## src/rtl/simplez_pkg.sv

```systemverilog
// simplez_pkg: Simplez opcodes (CO 0-6, COE HALT/WAIT), FSM state encoding and ALU operation codes
package simplez_pkg;
  localparam logic [2:0] CO_ST = 3'd0;
  localparam logic [2:0] CO_LD = 3'd1;
  localparam logic [2:0] CO_ADD = 3'd2;
  localparam logic [2:0] CO_BR = 3'd3;
  localparam logic [2:0] CO_BZ = 3'd4;
  localparam logic [2:0] CO_CLR = 3'd5;
  localparam logic [2:0] CO_DEC = 3'd6;
  localparam logic [3:0] COE_HALT = 4'hE;
  localparam logic [3:0] COE_WAIT = 4'hF;
  typedef enum logic [2:0] {S_INIT, S_FETCH, S_EXEC1, S_EXEC2, S_END} state_t;
  typedef enum logic [1:0] {ALU_PASS, ALU_CLR, ALU_ADD, ALU_DEC} alu_op_t;
endpackage

```

## src/rtl/simplez_if.sv

```systemverilog
// simplez_if: synchronous-read memory bus; master (cpu) drives mem_addr/mem_wdata/mem_we, slave (memory) returns mem_rdata one cycle after the address
interface simplez_if #(parameter int DW = 12, parameter int AW = 9);
  logic [AW-1:0] mem_addr;
  logic [DW-1:0] mem_rdata;
  logic [DW-1:0] mem_wdata;
  logic mem_we;
  modport master(output mem_addr, output mem_wdata, output mem_we, input mem_rdata);
  modport slave(input mem_addr, input mem_wdata, input mem_we, output mem_rdata);
endinterface

```

## src/rtl/simplez_alu.sv

```systemverilog
// simplez_alu: combinational accumulator path; ports op (pass/clear/add/decrement), a (accumulator), b (memory word), y (new accumulator), z (y is zero)
module simplez_alu import simplez_pkg::*; #(parameter int DW = 12) (
  input  alu_op_t       op,
  input  logic [DW-1:0] a,
  input  logic [DW-1:0] b,
  output logic [DW-1:0] y,
  output logic          z
);
  always_comb begin
    y = op == ALU_CLR ? '0 : op == ALU_ADD ? a + b : op == ALU_DEC ? a - DW'(1) : b;
    z = y == '0;
  end
endmodule

```

## src/rtl/simplez_cpu.sv

```systemverilog
// simplez_cpu: Simplez accumulator CPU; ports clk, rstn (sync, active-low), bus (simplez_if master: mem_addr/mem_rdata/mem_wdata/mem_we), tic, acc, stop; WAIT blocks on tic only when SIMPLEZ_WAIT_EN is defined
module simplez_cpu import simplez_pkg::*; #(parameter int DW = 12, parameter int AW = 9) (
  input  logic          clk,
  input  logic          rstn,
  simplez_if.master     bus,
  input  logic          tic,
  output logic [DW-1:0] acc,
  output logic          stop
);
`ifdef SIMPLEZ_WAIT_EN
  localparam logic WAIT_BYPASS = 1'b0;
`else
  localparam logic WAIT_BYPASS = 1'b1;
`endif
  state_t state, nxt;
  alu_op_t op;
  logic [AW-1:0] cp, cp_n, cd;
  logic [DW-1:0] ir, ir_n, a, alu_y;
  logic [2:0] co;
  logic [3:0] coe;
  logic z, alu_z, a_ld, we, stop_n;
  assign co = ir[DW-1:DW-3];
  assign coe = ir[DW-1:DW-4];
  assign cd = ir[AW-1:0];
  simplez_alu #(.DW(DW)) alu (.op(op), .a(a), .b(bus.mem_rdata), .y(alu_y), .z(alu_z));
  always_comb begin
    nxt = state;
    cp_n = cp;
    ir_n = ir;
    stop_n = stop;
    a_ld = 1'b0;
    op = ALU_PASS;
    we = 1'b0;
    case (state)
      S_INIT: nxt = S_FETCH;
      S_FETCH: begin
        nxt = S_EXEC1;
        ir_n = bus.mem_rdata;
      end
      S_EXEC1: case (co)
        CO_ST: begin
          we = 1'b1;
          nxt = S_END;
        end
        CO_LD, CO_ADD: nxt = S_EXEC2;
        CO_BR: begin
          cp_n = cd;
          nxt = S_INIT;
        end
        CO_BZ: begin
          cp_n = z ? cd : cp;
          nxt = z ? S_INIT : S_END;
        end
        CO_CLR, CO_DEC: begin
          a_ld = 1'b1;
          op = co == CO_CLR ? ALU_CLR : ALU_DEC;
          nxt = S_END;
        end
        default: begin
          stop_n = stop | (coe == COE_HALT);
          nxt = coe == COE_WAIT && (tic || WAIT_BYPASS) ? S_END : S_EXEC1;
        end
      endcase
      S_EXEC2: begin
        a_ld = 1'b1;
        op = co == CO_ADD ? ALU_ADD : ALU_PASS;
        nxt = S_END;
      end
      S_END: begin
        cp_n = cp + AW'(1);
        nxt = S_INIT;
      end
      default: nxt = S_INIT;
    endcase
  end
  always_ff @(posedge clk) begin
    if (!rstn) begin
      state <= S_INIT;
      cp <= '0;
      ir <= '0;
      a <= '0;
      z <= 1'b1;
      stop <= 1'b0;
    end else begin
      state <= nxt;
      cp <= cp_n;
      ir <= ir_n;
      stop <= stop_n;
      if (a_ld) begin
        a <= alu_y;
        z <= alu_z;
      end
    end
  end
  assign bus.mem_addr = (state == S_EXEC1 || state == S_EXEC2) ? cd : cp;
  assign bus.mem_we = we & rstn;
  assign bus.mem_wdata = a;
  assign acc = a;
endmodule

```

## src/flat_wrapper.sv

```systemverilog
// flat-port wrapper written by rule: the top's interface ports become plain ports
module simplez_cpu_flat import simplez_pkg::*;
#(parameter int DW = 12, parameter int AW = 9)
  (clk, rstn, tic, acc, stop, bus_mem_addr, bus_mem_wdata, bus_mem_we, bus_mem_rdata);
  simplez_if #(.DW(DW), .AW(AW)) bus_i ();
  input  logic clk;
  input  logic rstn;
  input  logic tic;
  output logic [DW-1:0] acc;
  output logic stop;
  output wire logic [$bits(bus_i.mem_addr)-1:0] bus_mem_addr;
  output wire logic [$bits(bus_i.mem_wdata)-1:0] bus_mem_wdata;
  output wire logic [$bits(bus_i.mem_we)-1:0] bus_mem_we;
  input wire logic [$bits(bus_i.mem_rdata)-1:0] bus_mem_rdata;
  assign bus_mem_addr = bus_i.mem_addr;
  assign bus_mem_wdata = bus_i.mem_wdata;
  assign bus_mem_we = bus_i.mem_we;
  assign bus_i.mem_rdata = bus_mem_rdata;
  simplez_cpu #(.DW(DW), .AW(AW)) u_core (.clk(clk), .rstn(rstn), .bus(bus_i), .tic(tic), .acc(acc), .stop(stop));
endmodule
```

## config.mk

```make
export PLATFORM = sky130hd
export DESIGN_NAME = simplez_cpu_flat
export DESIGN_NICKNAME = d
export VERILOG_FILES = /design/src/rtl/simplez_pkg.sv /design/src/rtl/simplez_if.sv /design/src/rtl/simplez_alu.sv /design/src/rtl/simplez_cpu.sv /design/src/flat_wrapper.sv
export SDC_FILE = /design/constraint.sdc
export NUM_CORES = 1
export LEC_CHECK = 0
export CAP_MARGIN = 15
export CORE_UTILIZATION = 26
export CTS_CLUSTER_DIAMETER = 40
export DETAILED_ROUTE_END_ITERATION = 6
export HOLD_SLACK_MARGIN = 0.03
export MAX_ROUTING_LAYER = met4
export PLACE_DENSITY = 0.42
export SLEW_MARGIN = 20
export SYNTH_ARGS = -nofsm -noshare
export SYNTH_HDL_FRONTEND = slang
export SYNTH_SLANG_ARGS = --single-unit
export TNS_END_PERCENT = 1
```

## constraint.sdc

```tcl
create_clock -name clk -period 6.72 [get_ports clk]
set_input_delay 1.68 -clock clk [delete_from_list [all_inputs] [get_ports clk]]
set_output_delay 1.68 -clock clk [all_outputs]
set_load 0.05 [all_outputs]
```

==> out/qor.txt, run 1 <==
Run status = finished clean
Avg Cell Area, Syn = 7.420 µm²
Hold WS = 472.9 ps
Worst path arrival time = 3380 ps
Total grt overflow = 0
Hold Crit Start = u_core.stop
Path depth of the worst reg2reg path = 7
Cells after Synth = 403
Vias in the first global route = 2826
Synthesized cell area = 2990 µm²
Hold Vio Cnt, Final = 0
Clock Path Buffers = 2
Num rows = 38
DRT antenna net count = 0
Nets = 457
DP Worst Slack = 1642 ps
Post-Route Skew = 5.439 ps
Die Width = 109.2 µm
Worst r2r src = u_core.state[1]
TritonCTS clock tree = done
Post-Synth XOR/XNOR Area = 3.808%
Vias = 2949
Layout area overhead = 21.38%
Data required time of the worst path = 5040 ps
Ys async rst share = 0%
Starting Density = 27.11%
Residual DRC = 0
Initial antenna violation count = 0
Core ar. = 11030 µm²
Worst-Skew Late Latency = 280 ps
Final HPWL DP = 7.092 mm
Die Span Y = 109.2 µm
Leak = 1.402 nW
Die area = 11930 µm²
Max-slew headroom at the worst pin = 43.21%
Largest family of logic cells by synthesized area = simple AND/OR/NAND/NOR gates
Setup slack, reg-to-reg = 3470 ps
DRT Pass-1 Iters = 4
Routed len/inst = 16.55 µm
Crit path max fanout = 17
H-tree depth = 2
Number of flops mapped to enable cells by yosys = 0
Synth Area in Simple Gates = 28.28%
CTS Buf Count = 5
Mux contribution to synthesized area = 5.439%
Finish-stage setup viols = 0
Synthesis-stage register bit count = 38
Overall Global Routing Usage = 17.18%
CP Launch Type = primary input
# clock sinks = 38
Routed Wire Length = 9.419 mm
Dpl cells = 561
Post-synthesis sequential area ratio = 25.44%
Post-CTS Setup Inserts = 0
CTS resizes = 0
Overall power = 0.6810 mW
Setup crit end kind = primary output
Max_cap viols = 0
RSZ-0062 raised after global routing = false
CP endpoint = bus_mem_we
Post-synthesis adder-cell area fraction = 6.109%
Tcrit/Tclk final = 75.30%
Maximum VDD drop = 0.0001076 V
CTS root buf = clkbuf_16
# hold bufs at CTS = 0
Pwr/cell area = 187.6 nW/µm²
Ys Warns = 0
Iter 0 DRT Violations = 132
CP Launch Point = rstn
Share of layout cells above drive strength 1 = 5.128%
Setup TNS = 0 ps
R2r endpoint = u_core.z
# diodes = 0
Post-route non-filler standard cell count = 569
Post-route setup slack = 1660 ps
Tightest Pin Transition = 850.1 ps
Slew Limit Fails = 0
Vias per inst = 5.183
Fmax = 197.6 MHz
PortBufs = 48
First-pass GRT wire length = 15.24 mm
Syn Nets = 432
Synth Area in Compound Gates = 23.60%
Final GP Congestion = 0.8112
Clock transition at the registers of the reported paths = 60 ps
Pin count of the biggest net entering global routing = 22
Critical setup path kind = primary input to primary output
I/O pins = 50
Primary FF master, synth = dfxtp_1
Hold WC Path Type = flop to flop
Post-synth cell types = 64
Tmin final = 5060 ps
## cell usage after synthesis (4+ instances only)
master | number | area, µm²
nand2b_1 | 6 | 37.54
xor2_1 | 7 | 61.31
a21oi_1 | 15 | 75.07
nor2_1 | 44 | 165.2
dfxtp_1 | 38 | 760.7
clkbuf_1 | 16 | 60.06
xnor2_1 | 6 | 52.55
a211oi_1 | 10 | 75.07
nor3_1 | 13 | 65.06
nor2b_1 | 4 | 25.02
and2_1 | 8 | 50.05
a31oi_1 | 5 | 31.28
inv_1 | 8 | 30.03
mux2i_1 | 14 | 140.1
o21ai_0 | 31 | 155.2
nand2_1 | 56 | 210.2
a21o_1 | 6 | 45.04
buf_4 | 12 | 90.09
ha_1 | 13 | 162.7
nand3_1 | 12 | 60.06
o21a_1 | 9 | 67.56
## cells in the final DEF, fill, tap and decap left out, types with 5 or more instances in the layout
| cell | Yosys | final |
|---|---|---|
| nand3_1 | 12 | 12 |
| nor2_1 | 44 | 44 |
| clkbuf_16 | 0 | 5 |
| inv_1 | 8 | 8 |
| nand2b_1 | 6 | 6 |
| a211oi_1 | 10 | 10 |
| xor2_1 | 7 | 7 |
| and2_1 | 8 | 8 |
| nand2_1 | 56 | 56 |
| mux2i_1 | 14 | 14 |
| xnor2_1 | 6 | 6 |
| clkdlybuf4s50_1 | 0 | 48 |
| o21a_1 | 9 | 9 |
| ha_1 | 13 | 13 |
| o21ai_0 | 31 | 31 |
| dfxtp_1 | 38 | 38 |
| nor3_1 | 13 | 13 |
| a21oi_1 | 15 | 15 |
| a21o_1 | 6 | 6 |
| a31oi_1 | 5 | 5 |
## power by group
part	leakage (nW)	switching (mW)	internal, mW	total (mW)
sequential	0.309	0.0218	0.239	0.261
combinational	1.02	0.110	0.0745	0.184
clock	0.0739	0.0889	0.147	0.236
total	1.40	0.221	0.460	0.681
## state kept, by name, summed over array words and instances, names as in the netlist
signal        flops
u_core.acc       12
u_core.z          1
u_core.stop       1
u_core.cp         9
u_core.state      3
u_core.ir        12
## layer usage
metal / up-vias / global-route usage [%] / share of wire (%)
met3: 4 / 2.391 / 3.2
met1: 1398 / 23.47 / 50
li1: 1495 / - / -
met5: - / - / 0
met4: 0 / 3.619 / 0.75
met2: 52 / 26.86 / 46
## kinds of logic after synthesis
kind of cell,after synthesis
buf+inv,41
simple gates,173
compound gates,108
fa+ha+maj,14
xor+xnor,13
mux,16
flops,38
## through the flow
stage / instance area, µm² / util [%]
2_1_floorplan: 2990 / -
3_3_place_gp: 3480 / 31.54
3_5_place_dp: 3480 / 31.54
4_1_cts: 3627 / 32.88
5_1_grt: 3630 / 32.91
6_report: 3630 / 32.91
## worst min path at each step
| stage | endpoint | slack (ps) | cells past startpoint |
|---|---|---|---|
| 6_report | u_core.stop | 470 | 2 |
| 3_3_place_gp | u_core.cp[8] | 470 | 1 |
| 3_5_place_dp | u_core.stop | 470 | 2 |
| 4_1_cts | u_core.stop | 480 | 2 |
| 5_1_grt | u_core.cp[0] | 520 | 1 |
| 2_1_floorplan | u_core.z | 450 | 2 |
## worst max-delay path: stages
cell             delay, ps
clkdlybuf4s50_1        460
buf_4                  220
and4b_1                220
clkdlybuf4s50_1        800
## cell type report
cell class	instances	area, µm²
Clock buffer	7	142.6
Clock inverter	1	5.005
Fill cell	1224	7401
Inverter	8	30.03
Multi-Input combinational cell	324	2013
Sequential cell	38	760.7
Tap cell	140	175.2
Timing Repair Buffer	51	503.0
(Power assumes the default switching activity.)
==> run 2: changes to the inputs <==
--- a/config.mk
+++ b/config.mk
@@ -11,7 +11,7 @@
 export DETAILED_ROUTE_END_ITERATION = 6
 export HOLD_SLACK_MARGIN = 0.03
 export MAX_ROUTING_LAYER = met4
-export PLACE_DENSITY = 0.42
+export PLACE_DENSITY = 0.43
 export SLEW_MARGIN = 20
 export SYNTH_ARGS = -nofsm -noshare
 export SYNTH_HDL_FRONTEND = slang
==> constraint.sdc (replaced) <==
create_clock -name clk -period 4.2 [get_ports clk]
set_input_delay 1.05 -clock clk [delete_from_list [all_inputs] [get_ports clk]]
set_output_delay 1.05 -clock clk [all_outputs]
set_load 0.05 [all_outputs]
==> run 2 against run 1 <==
  * Core utilization is 0.15 points higher
  * Highest routed layer unchanged
  * Via count is 0.88% lower
  * Final cell count is 0.53% higher
  * Worst hold slack better by 5.7 ps
  * Critical endpoint is now u_core.z
==> out/qor.txt, run 2 (synthesis results as in run 1) <==
Run status = finished clean
Hold Vio Cnt, Final = 0 (unchanged)
Core ar. = 11030 µm² (unchanged)
Path depth of the worst reg2reg path = 10 (+3)
Sequential Power Share = 38.2% (about the same)
Fmax = 262.4 MHz
CP Launch Type = primary input
Hold Crit Start = u_core.stop
Vias per inst = 5.110 (-1.4%)
Net Sw Power = 0.3688 mW (+67%)
Pin count of the biggest net entering global routing = 22 (unchanged)
Max_cap viols = 0 (unchanged)
Initial antenna violation count = 0 (unchanged)
Critical setup path kind = primary input to flop
CP max-delay cell = clkdlybuf4s50_1
CP peak stage delay = 450 ps (-350 ps)
Clock Path Buffers = 2 (unchanged)
Finish-stage setup viols = 0 (unchanged)
Nets = 460 (+0.66%)
Filler cells = 1234 (+0.82%)
TritonCTS clock tree = done
Worst r2r src = u_core.acc[0]
Routed len/inst = 16.05 µm (-3.0%)
I/O pins = 50 (unchanged)
Setup crit end kind = flop
H-tree depth = 2 (unchanged)
Gate power share = 27.2% (about the same)
R2r endpoint = u_core.z
Placement Cell Area = 3500 µm² (+0.58%)
Part of the power in the clock network = 34.7% (about the same)
Pwr/cell area = 299.4 nW/µm² (+60%)
Hold EP = u_core.stop
PortBufs = 48 (unchanged)
Maximum VDD drop = 0.0001744 V (+62%)
Hold WC Path Type = flop to flop
CTS Buf Count = 5 (unchanged)
Final GP Congestion = 0.8428 (+3.9%)
Data required time of the worst path = 4410 ps (-630 ps)
Die Span Y = 109.2 µm (unchanged)
Internal power = 0.7229 mW (+57%)
DRT antenna net count = 0 (unchanged)
Clock transition at the registers of the reported paths = 60 ps (about the same)
Crit path max fanout = 4 (-13)
Cell area after layout = 3646 µm² (+0.45%)
Die Width = 109.2 µm (unchanged)
Hold Path Cell Cnt = 2 (unchanged)
Slew Limit Fails = 0 (unchanged)
Vias in the first global route = 2684 (-5.0%)
Layout area overhead = 21.92%
# hold bufs at CTS = 0 (unchanged)
DRT Pass-1 Iters = 4 (unchanged)
Commonest non-fill, non-tap cells in the layout = nand2_1, clkdlybuf4s50_1, nor2_1
Worst-Skew Late Latency = 290 ps (about the same)
Setup slack, reg-to-reg = 1270 ps (-2200 ps)
Post-CTS Setup Inserts = 0 (unchanged)
Worst path arrival time = 4020 ps (+640 ps)
# diodes = 0 (unchanged)
Share of layout cells above drive strength 1 = 6.019% (+0.89 points)
Vias = 2923 (-0.88%)
Overall power = 1.092 mW (+60%)
CTS resizes = 0 (unchanged)
Overall Global Routing Usage = 16.38% (-0.81 points)
Hold WS = 478.6 ps (+5.670 ps)
Leak = 1.415 nW (+0.90%)
CTS root buf = clkbuf_16
Residual DRC = 0 (unchanged)
Total grt overflow = 0 (unchanged)
Tightest Pin Transition = 870.6 ps (+20.50 ps)
Tmin final = 3811 ps
Post-Route Skew = 11.56 ps (+6.117 ps)
Commonest non-fill, non-tap cell in the layout = nand2_1
Max-slew headroom at the worst pin = 41.84% (-1.4 points)
Iter 0 DRT Violations = 122 (-7.6%)
Routed Wire Length = 9.180 mm (-2.5%)
Starting Density = 27.11% (unchanged)
RSZ-0062 raised after global routing = false
Die area = 11930 µm² (unchanged)
Sw Share = 33.78% (+1.4 points)
Setup TNS = 0 ps (unchanged)
# clock sinks = 38 (unchanged)
Num rows = 38 (unchanged)
Fin util = 33.05% (+0.15 points)
CP cell instances = clkdlybuf4s50_1 > ha_1 > fa_1 > a211oi_1 > o21a_1 > o21ai_0 > a22o_1 > nor4b_1 > buf_4 > nand4_1 > o211ai_1
Tcrit/Tclk final = 90.74%
First-pass GRT wire length = 14.52 mm (-4.7%)
Final HPWL DP = 7.006 mm (-1.2%)
run 2: worst max-delay path, delay by kind of cell:
family | cells | cell delay, ps
buffers and inverters | 2 | 640
adders and majority gates | 2 | 720
AOI/OAI and AO/OA | 5 | 1160
and+or+nand+nor | 2 | 450
run 2: through the flow:
step	cells	setup slack [ps]
floorplan	403	1154
global placement	564	242.3
detailed placement	564	151.1
CTS	572	426.8
global route	572	263.1
finish	572	388.9
run 2: routing by layer:
layer	wire length [µm]	GRT usage [%]
met1	4744	23.34
met2	4108	24.80
met3	266	2.152
met4	60	2.762
met5	0	-
run 2: power by group through the flow:
stage / clock [mW] / combinational, mW / sequential, mW
finish: 0.378 / 0.296 / 0.417
global route: 0.401 / 0.324 / 0.422
CTS: 0.388 / 0.297 / 0.418
detailed placement: 0 / 0.295 / 0.425
global placement: 0 / 0.296 / 0.425
floorplan: 0 / 0.217 / 0.420
run 2: cell type report:
type	instances	area [µm²]	area share (%)
multi-input cells	324	2011	55.15
flip-flops and latches	38	760.7	20.86
repair buffers	54	523.0	14.34
well taps	140	175.2	4.804
clock buffers	5	125.1	3.432
inverters	8	30.03	0.8236
clock inverters	3	21.27	0.5834
run 2: worst max-delay path by stage:
stage | from | end | slack, ps | cells after the start
floorplan | bus_mem_rdata[0] | u_core.z | 1150 | 9
global placement | bus_mem_rdata[0] | u_core.z | 240 | 11
detailed placement | bus_mem_rdata[0] | u_core.z | 150 | 11
CTS | bus_mem_rdata[0] | u_core.z | 430 | 11
global route | bus_mem_rdata[0] | u_core.z | 260 | 11
finish | bus_mem_rdata[0] | u_core.z | 390 | 11
==> run 3: changes to the inputs <==
--- a/config.mk
+++ b/config.mk
@@ -12,6 +12,7 @@
 export HOLD_SLACK_MARGIN = 0.03
 export MAX_ROUTING_LAYER = met4
 export PLACE_DENSITY = 0.43
+export REMOVE_ABC_BUFFERS = 1
 export SLEW_MARGIN = 20
 export SYNTH_ARGS = -nofsm -noshare
 export SYNTH_HDL_FRONTEND = slang
==> run 3 against run 2 <==
  * Routed wire length down 0.34%
  * Core utilization rose by 0.43 points
  * Via count rose by 1.3%
  * Count of clock-buffer cells in the layout stayed put
  * Critical endpoint unchanged
  * Worst hold slack better by 5.5 ps
  * Flip-flop and latch count stayed put
  * Non-clock buffer count stayed put
  * Combinational power is essentially flat
  * Clock skew decreased by 5.3 ps
  * Final cell count did not move
==> out/qor.txt, run 3 (synthesis results as in run 1) <==
Setup slack, reg-to-reg = 1360 ps (+90 ps)
Crit path max fanout = 4 (unchanged)
Starting Density = 27.11% (unchanged)
Maximum VDD drop = 0.0001767 V (+1.3%)
CP peak stage delay = 450 ps (about the same)
Data required time of the worst path = 4410 ps (about the same)
CTS Buf Count = 5 (unchanged)
PortBufs = 48 (unchanged)
Hold WC Path Type = flop to flop
Core ar. = 11030 µm² (unchanged)
Slew Limit Fails = 0 (unchanged)
# clock sinks = 38 (unchanged)
Tmin final = 3679 ps (-132.3 ps)
Die area = 11930 µm² (unchanged)
CTS resizes = 0 (unchanged)
Multi-input gate area = 2011 µm² (unchanged)
TritonCTS clock tree = done
Placement Cell Area = 3500 µm² (unchanged)
Hold Vio Cnt, Final = 0 (unchanged)
CP cell instances = clkdlybuf4s50_1 > ha_1 > fa_1 > a211oi_1 > o21a_1 > o21ai_0 > a22o_1 > nor4b_1 > buf_4 > nand4_1 > o211ai_1
Max-slew headroom at the worst pin = 50.36% (+8.5 points)
Hold Path Cell Cnt = 1 (-1)
Total grt overflow = 0 (unchanged)
Overall Global Routing Usage = 16.48% (+0.11 points)
Run status = finished clean
Vias = 2962 (+1.3%)
I/O pins = 50 (unchanged)
Setup TNS = 0 ps (unchanged)
# hold bufs at CTS = 0 (unchanged)
Max_cap viols = 0 (unchanged)
Hold EP = u_core.cp[8]
Vias in the first global route = 2804 (+4.5%)
Commonest non-fill, non-tap cells in the layout = nand2_1, clkdlybuf4s50_1, nor2_1
DRT met1 WL = 4.477 mm (-5.6%)
Path depth of the worst reg2reg path = 9 (-1)
First-pass GRT wire length = 14.63 mm (+0.72%)
Clock transition at the registers of the reported paths = 60 ps (about the same)
Commonest non-fill, non-tap cell in the layout = nand2_1
Post-route non-filler standard cell count = 572 (unchanged)
Hold Crit Start = u_core.cp[8]
Layout area overhead = 23.51%
Routed Wire Length = 9.149 mm (-0.34%)
Pwr/cell area = 330.7 nW/µm² (+10%)
Pin count of the biggest net entering global routing = 22 (unchanged)
DRT Pass-1 Iters = 5 (+1)
CP max-delay cell = clkdlybuf4s50_1
Initial antenna violation count = 0 (unchanged)
Leak = 1.439 nW (+1.7%)
Final HPWL DP = 6.883 mm (-1.8%)
Top sig layer = met4
Critical setup path kind = primary input to flop
H-tree depth = 2 (unchanged)
Iter 0 DRT Violations = 179 (+47%)
Fmax = 271.8 MHz (+3.6%)
Post-CTS Setup Inserts = 0 (unchanged)
DR WL met3 = 264 µm (-0.75%)
Die Span Y = 109.2 µm (unchanged)
Post-Route Skew = 6.278 ps (-5.278 ps)
Share of layout cells above drive strength 1 = 6.019% (unchanged)
Finish-stage setup viols = 0 (unchanged)
Met2 Wirelength = 4.265 mm (+3.8%)
Filler cells = 1203 (-2.5%)
Tcrit/Tclk final = 87.59% (-3.2 points)
Vias per inst = 5.178 (+1.3%)
Nets = 460 (unchanged)
Clock Path Buffers = 2 (unchanged)
Setup crit end kind = flop
RSZ-0062 raised after global routing = false
R2r endpoint = u_core.z
Die Width = 109.2 µm (unchanged)
CP Launch Type = primary input
Residual DRC = 0 (unchanged)
Final GP Congestion = 0.8647 (+2.6%)
Worst-Skew Late Latency = 280 ps (about the same)
Worst path arrival time = 3890 ps (-130 ps)
Cell area after layout = 3694 µm² (+1.3%)
DRT antenna net count = 0 (unchanged)
Register area = 760.7 µm² (unchanged)
Tightest Pin Transition = 743.1 ps (-127.5 ps)
Worst r2r src = u_core.acc[3]
Routed len/inst = 15.99 µm (-0.34%)
Dpl cells = 564 (unchanged)
Num rows = 38 (unchanged)
# diodes = 0 (unchanged)
CTS root buf = clkbuf_16
-- run 3: cell count changes in the layout (fill, tap and decap cells not counted) --
| cell | delta |
|---|---|
| bufinv_16 | +2 |
| clkinv_2 | -1 |
| clkinvlp_4 | -1 |
-- run 3: power breakdown --
group / total, mW / switching [mW] / internal, mW / leakage (nW)
logic: 0.298 / 0.177 / 0.121 / 1.04
clock network: 0.507 / 0.165 / 0.342 / 0.0940
registers: 0.417 / 0.0347 / 0.382 / 0.309
total: 1.22 / 0.377 / 0.845 / 1.44
-- run 3: worst max-delay path by stage --
stage | start | slack [ps] | cells after the start | end
6_report | bus_mem_rdata[0] | 520 | 11 | u_core.z
5_1_grt | bus_mem_rdata[0] | 330 | 11 | u_core.z
4_1_cts | bus_mem_rdata[0] | 540 | 11 | u_core.z
3_5_place_dp | bus_mem_rdata[0] | 250 | 11 | u_core.z
3_3_place_gp | bus_mem_rdata[3] | 280 | 10 | u_core.z
2_1_floorplan | u_core.acc[3] | 1110 | 8 | u_core.acc[9]
-- run 3: metrics by stage --
| step | util [%] | setup slack (ps) | power, mW | hold slack (ps) |
|---|---|---|---|---|
| after global placement | 31.73 | 281.7 | 0.7210 | 466.5 |
| after global routing | 33.48 | 326.4 | 1.284 | 521.7 |
| after CTS | 33.48 | 537.2 | 1.236 | 490.0 |
| final | 33.48 | 521.2 | 1.221 | 484.1 |
| after floorplan | - | 1113 | 0.6214 | 445.0 |
| after detailed placement | 31.73 | 247.8 | 0.7226 | 481.1 |
-- run 3: area by class of cell --
| class | instances | share of cell area [%] |
|---|---|---|
| inverters | 8 | 0.8130 |
| multi-input cells | 324 | 54.44 |
| clock buffers | 5 | 3.388 |
| clock inverters | 3 | 1.863 |
| well taps | 140 | 4.743 |
| repair buffers | 54 | 14.16 |
| flip-flops and latches | 38 | 20.60 |
-- run 3: layer usage --
layer,vias to the layer above,global-route usage [%]
met5,-,-
met2,69,26.33
met3,12,2.032
met4,0,5.143
met1,1375,21.59
li1,1506,-
-- run 3: worst max-delay path, delay by kind of cell --
kind	cells	cell delay (ps)
and+or+nand+nor	2	410
AOI/OAI and AO/OA	5	1060
buffers and inverters	2	640
adders and majority gates	2	730
